`config.mk`:
```
export PLATFORM = sky130hd
export DESIGN_NAME = bit_pair_scheduler
export DESIGN_NICKNAME = d
export VERILOG_FILES = /design/src/rtl/bit_sched_pkg.sv /design/src/rtl/pair_detect_mealy.sv /design/src/rtl/bit_pair_scheduler.sv
export SDC_FILE = /design/constraint.sdc
export NUM_CORES = 1
export LEC_CHECK = 0
export CAP_MARGIN = 20
export CORE_MARGIN = 2
export CORE_UTILIZATION = 35
export CTS_CLUSTER_SIZE = 10
export DETAILED_ROUTE_END_ITERATION = 7
export PLACE_DENSITY = 0.58
export SETUP_SLACK_MARGIN = 0.15
export SLEW_MARGIN = 20
export SYNTH_ARGS = -nofsm -noshare
export SYNTH_HDL_FRONTEND = slang
export SYNTH_HIERARCHICAL = 1
export SYNTH_SLANG_ARGS = --single-unit
```
`constraint.sdc`:
```
create_clock -name clk -period 6 [get_ports clk]
set_clock_uncertainty 0.1 [all_clocks]
set_input_delay 0.6 -clock clk [delete_from_list [all_inputs] [get_ports clk]]
set_output_delay 0.6 -clock clk [all_outputs]
set_load 0.005 [all_outputs]
```
`src/rtl/bit_sched_pkg.sv`:
```
// ---------------------------------------------------------------------------
// bit_sched_pkg : shared types and defaults for the bit-pair scheduler
// Revision 1.0 : initial release
// ---------------------------------------------------------------------------
`default_nettype none

package bit_sched_pkg;

  localparam int DEFAULT_WIDTH = 8;

  typedef enum logic [1:0] {
    IDLE  = 2'd0,
    SHIFT = 2'd1,
    DONE  = 2'd2
  } sched_state_t;

endpackage

`default_nettype wire

```
`src/rtl/pair_detect_mealy.sv`:
```
// ---------------------------------------------------------------------------
// pair_detect_mealy : flags a serial bit equal to the bit before it
// Revision 1.0 : initial release
// ---------------------------------------------------------------------------
`default_nettype none

module pair_detect_mealy (
  input  logic clk,
  input  logic reset,
  input  logic clr,
  input  logic din_bit,
  input  logic din_en,
  output logic dout_bit
);

  logic prev_q, prev_d;
  logic have_q, have_d;

  always_comb begin
    prev_d = prev_q;
    have_d = have_q;
    if (clr) begin
      prev_d = 1'b0;
      have_d = 1'b0;
    end else if (din_en) begin
      prev_d = din_bit;
      have_d = 1'b1;
    end
  end

  always_ff @(posedge clk or negedge reset) begin
    if (!reset) begin
      prev_q <= 1'b0;
      have_q <= 1'b0;
    end else begin
      prev_q <= prev_d;
      have_q <= have_d;
    end
  end

  // The first bit of a word has no predecessor, so it can never match.
  assign dout_bit = din_en & have_q & (din_bit == prev_q);

endmodule

`default_nettype wire

```
`src/rtl/bit_pair_scheduler.sv`:
```
// ---------------------------------------------------------------------------
// bit_pair_scheduler : serializes a word and counts equal adjacent bit pairs
// Revision 1.0 : initial release
// ---------------------------------------------------------------------------
`default_nettype none

module bit_pair_scheduler
  import bit_sched_pkg::*;
#(
  parameter int WIDTH     = DEFAULT_WIDTH,
  parameter int MSB_FIRST = 1
) (
  input  logic                    clk,
  input  logic                    reset,
  input  logic                    in_valid,
  output logic                    in_ready,
  input  logic [WIDTH-1:0]        in_data,
  input  logic                    abort,
  output logic                    out_valid,
  input  logic                    out_ready,
  output logic [$clog2(WIDTH):0]  out_count,
  output logic [WIDTH-1:0]        out_mask,
  output logic                    busy
);

  localparam int IDX_W = $clog2(WIDTH);
  localparam int CNT_W = $clog2(WIDTH) + 1;
  localparam logic [IDX_W-1:0] LAST_IDX = IDX_W'(WIDTH - 1);

  sched_state_t     state_q, state_d;
  logic [WIDTH-1:0] word_q, word_d;
  logic [IDX_W-1:0] idx_q, idx_d;
  logic [CNT_W-1:0] count_q, count_d;
  logic [WIDTH-1:0] mask_q, mask_d;

  logic             serial_bit;
  logic [WIDTH-1:0] word_shifted;
  logic             det_clr;
  logic             det_en;
  logic             det_out;

  // The next serial bit always sits at one end of the captured word.
  always_comb begin
    if (MSB_FIRST != 0) begin
      serial_bit   = word_q[WIDTH-1];
      word_shifted = {word_q[WIDTH-2:0], 1'b0};
    end else begin
      serial_bit   = word_q[0];
      word_shifted = {1'b0, word_q[WIDTH-1:1]};
    end
  end

  pair_detect_mealy u_detect (
    .clk      (clk),
    .reset    (reset),
    .clr      (det_clr),
    .din_bit  (serial_bit),
    .din_en   (det_en),
    .dout_bit (det_out)
  );

  always_comb begin
    state_d = state_q;
    word_d  = word_q;
    idx_d   = idx_q;
    count_d = count_q;
    mask_d  = mask_q;
    det_clr = 1'b0;
    det_en  = 1'b0;

    case (state_q)
      IDLE: begin
        if (in_valid) begin
          word_d  = in_data;
          idx_d   = '0;
          count_d = '0;
          mask_d  = '0;
          det_clr = 1'b1;
          state_d = SHIFT;
        end
      end
      SHIFT: begin
        // Abort wins even on the last bit, so no result is ever published.
        if (abort) begin
          idx_d   = '0;
          count_d = '0;
          mask_d  = '0;
          det_clr = 1'b1;
          state_d = IDLE;
        end else begin
          det_en = 1'b1;
          word_d = word_shifted;
          if (det_out) begin
            count_d       = count_q + CNT_W'(1);
            mask_d[idx_q] = 1'b1;
          end
          if (idx_q == LAST_IDX) begin
            state_d = DONE;
          end else begin
            idx_d = idx_q + IDX_W'(1);
          end
        end
      end
      DONE: begin
        if (abort) begin
          count_d = '0;
          mask_d  = '0;
          det_clr = 1'b1;
          state_d = IDLE;
        end else if (out_ready) begin
          state_d = IDLE;
        end
      end
      default: begin
        state_d = IDLE;
      end
    endcase
  end

  always_ff @(posedge clk or negedge reset) begin
    if (!reset) begin
      state_q <= IDLE;
      word_q  <= '0;
      idx_q   <= '0;
      count_q <= '0;
      mask_q  <= '0;
    end else begin
      state_q <= state_d;
      word_q  <= word_d;
      idx_q   <= idx_d;
      count_q <= count_d;
      mask_q  <= mask_d;
    end
  end

  assign in_ready  = (state_q == IDLE);
  assign out_valid = (state_q == DONE);
  assign busy      = (state_q != IDLE);
  assign out_count = count_q;
  assign out_mask  = mask_q;

endmodule

`default_nettype wire

```
==> reports/qor.yml <==
crit_cells: 9
crit_path_end_kind: "flip-flop"
gp_congestion: 0.7652
synthSimpleGateAreaFrac_pct: 16.86
dp_hpwl_um: 2215
antennaDiodeCount: 0
slew_headroom_pct: 52.59
clk_latency_ns: 0.27
firstDrtPassIters: 4
syn_to_final_growth_pct: 25.46
cts.path.max_buffers: 2
clockRootBuffer: "clkbuf_8"
core_um2: 3971
cts_tree: "done"
h-tree-depth: 1
post-route-worst-setup-slack_ns: 3.271
antenna_found_initial: 0
synth_commonest_cells: "dfrtp_1 (27), nor2_1 (23), a21oi_1 (13), mux2i_1 (9), ha_1 (8)"
synth_compound_area_share_pct: 16.77
cts_buffers: 3
portBuffers: 27
clk_pin_slew_ns: 0.09
ant_nets: 0
finalSetupViolations: 0
cp_num_buf_inv: 2
post_cts_resized: 0
fmax_mhz: 366.4
synthFlopType: "dfrtp_1"
cp-start-kind: "flip-flop"
cp_cell_sequence: "inv_1 > ha_1 > nand2b_2 > inv_2 > and3_1 > nand4_1 > and2_1 > o21ai_1 > o31ai_2"
power_density_nw_per_um2: 356.8
syn-mean-instance-area_um2: 10.64
period_minus_slack_ns: 2.729
status: "complete, no violations"
synth_edf_count: 0
r2r_start: "state_q[1]"
routed-via-count: 1071
async_flop_share_pct: 100.0
slowest_stage: "ha_1"
start_util_pct: 35.89
critPathRequiredTime_ns: 6.06
syn_nets: 155
grt_pass1_wl_um: 4995
p_leak_nw: 0.8000
hp-class: "flip-flop to flip-flop"
cp-startpoint: "state_q[1]"
die_h_um: 67.81
yosysWarnings: 6
rows: 23
worstSetupEndpoint: "out_count[3]"
crit_arrival_ns: 2.79
die_area_um2: 4598
finalNetCount: 185
synthAdderAreaFrac_pct: 7.024
worst_path_largest_cell_delay_ns: 0.63
fin_crit_sh_pct: 45.48
via_per_inst: 5.028
r2r_cells: 9
peakVddDrop_v: 0.0001102
ios: 28
maxCapViolations: 0
wl_um: 2910
ys_ff_latch: 27
globalRouteTotalUtil_pct: 14.62
grt_pass1_vias: 1116
finalHoldViolations: 0
yosysTopAreaCell: "dfrtp_1"
cts_sinks: 27
worstPathMaxFanout: 14
synth_area_leaders: "dfrtp_1 (47%), ha_1 (7.0%), mux2i_1 (6.3%)"
yosysTopAreaCellShare_pct: 47.41
yosysMostFrequentCell: "dfrtp_1"
die_x_um: 67.81
drt-wirelength-per-cell_um: 13.66
grt_max_degree: 28
setup_tns_ns: 0
drt-initial-drc-count: 23
ctsHoldBuffers: 0
slew_violations: 0
place_ws_ns: 3.217
synth_cells: 134
grt_overflow: 0
synth_top_family_by_area: "simple AND/OR/NAND/NOR gates"
synth_cell_types: 37
rr_endpoint: "out_count[3]"
drc: 0
regToRegSetupSlack_ns: 3.27
ys_seq_area_share_pct: 47.41
layout-drive-gt1-share_pct: 11.66
postCtsSetupBuffers: 0
crit_family: "simple AND/OR/NAND/NOR gates"
synth.cell_area_um2: 1425
rsz0062_at_grt: "false"
crit_type: "flip-flop to flip-flop"
synthMuxAreaShare_pct: 8.165
yosys.area_share.xor_xnor_pct: 0.6146
tightest_slew_ns: 0.7111
[worst reg2reg max path: cells and delay by family (launching register included)]
| kind | cells | cell delay, ns |
|---|---|---|
| simple gates | 4 | 0.93 |
| buf+inv | 2 | 0.28 |
| fa+ha+maj | 1 | 0.63 |
| flops | 1 | 0.43 |
| compound gates | 2 | 0.23 |
[how the worst min path moves through the flow]
stage | startpoint | to | slack, ns | depth (start not counted)
global route | out_count[3] | out_count[3] | 0.44 | 1
floorplan | reset | idx_q[0] | 0.20 | 0
global placement | out_mask[0] | out_mask[0] | 0.38 | 2
detailed placement | out_mask[3] | out_mask[3] | 0.39 | 2
CTS | out_mask[5] | out_mask[5] | 0.41 | 2
finish | out_mask[5] | out_mask[5] | 0.40 | 2
[through the flow]
step | hold WS (ns) | power [W] | cell area [µm²] | util [%] | cells
final | 0.4038 | 0.0006379 | 1788 | 45.02 | 213
after global routing | 0.4404 | 0.0006881 | 1788 | 45.02 | 213
after CTS | 0.4111 | 0.0006485 | 1788 | 45.02 | 213
after detailed placement | 0.3918 | 0.0005437 | 1743 | 43.89 | 209
after global placement | 0.3827 | 0.0005359 | 1743 | 43.89 | 209
after floorplan | 0.2044 | 0.0004772 | 1425 | - | 134
[area by class of cell]
type                       instances  area [µm²]
multi-input combinational         98       704.4
sequential                        27       675.6
inverter                           6       22.52
clock buffer                       4       45.04
fill                             386        2183
tap                               50       62.56
timing repair buffer              28       277.8
[registers in the layout, summed over array words and instances (netlist names)]
register / count
idx_q: 3
out_count: 4
out_mask: 8
u_detect/have_q: 1
u_detect/prev_q: 1
word_q: 8
state_q: 2
[cells by family (layout without fill, tap and decap cells)]
group           count (synthesis)  count (layout)
compound gates                 35              35
xor+xnor                        1               1
fa+ha+maj                       8               8
buf+inv                         9              38
flops                          27              27
mux                            11              11
simple gates                   43              43
[cell usage in the layout (no fill, tap or decap), drive strengths merged, types with 3 or more instances in the layout]
cell	instances
a21oi	17
a31oi	4
and3	3
clkbuf	4
clkdlybuf4s50	27
dfrtp	27
ha	8
inv	6
mux2i	9
nand2	3
nor2	23
nor3	3
o21ai	5
[layer usage]
metal  routed length, µm  vias up  track usage [%]
met1                1395      520            18.76
li1                    -      530                -
met5                   0        -                0
met4                  48        0            6.000
met2                1365       16            24.14
met3                 100        5            2.961
[power by group]
part	switching [W]	total (W)	internal [W]	leakage, nW
Clock	0.0000535	0.000101	0.0000475	0.0228
Combinational	0.000154	0.000278	0.000124	0.427
Sequential	0.0000330	0.000258	0.000225	0.350
Power figures use the tool's default switching activity.
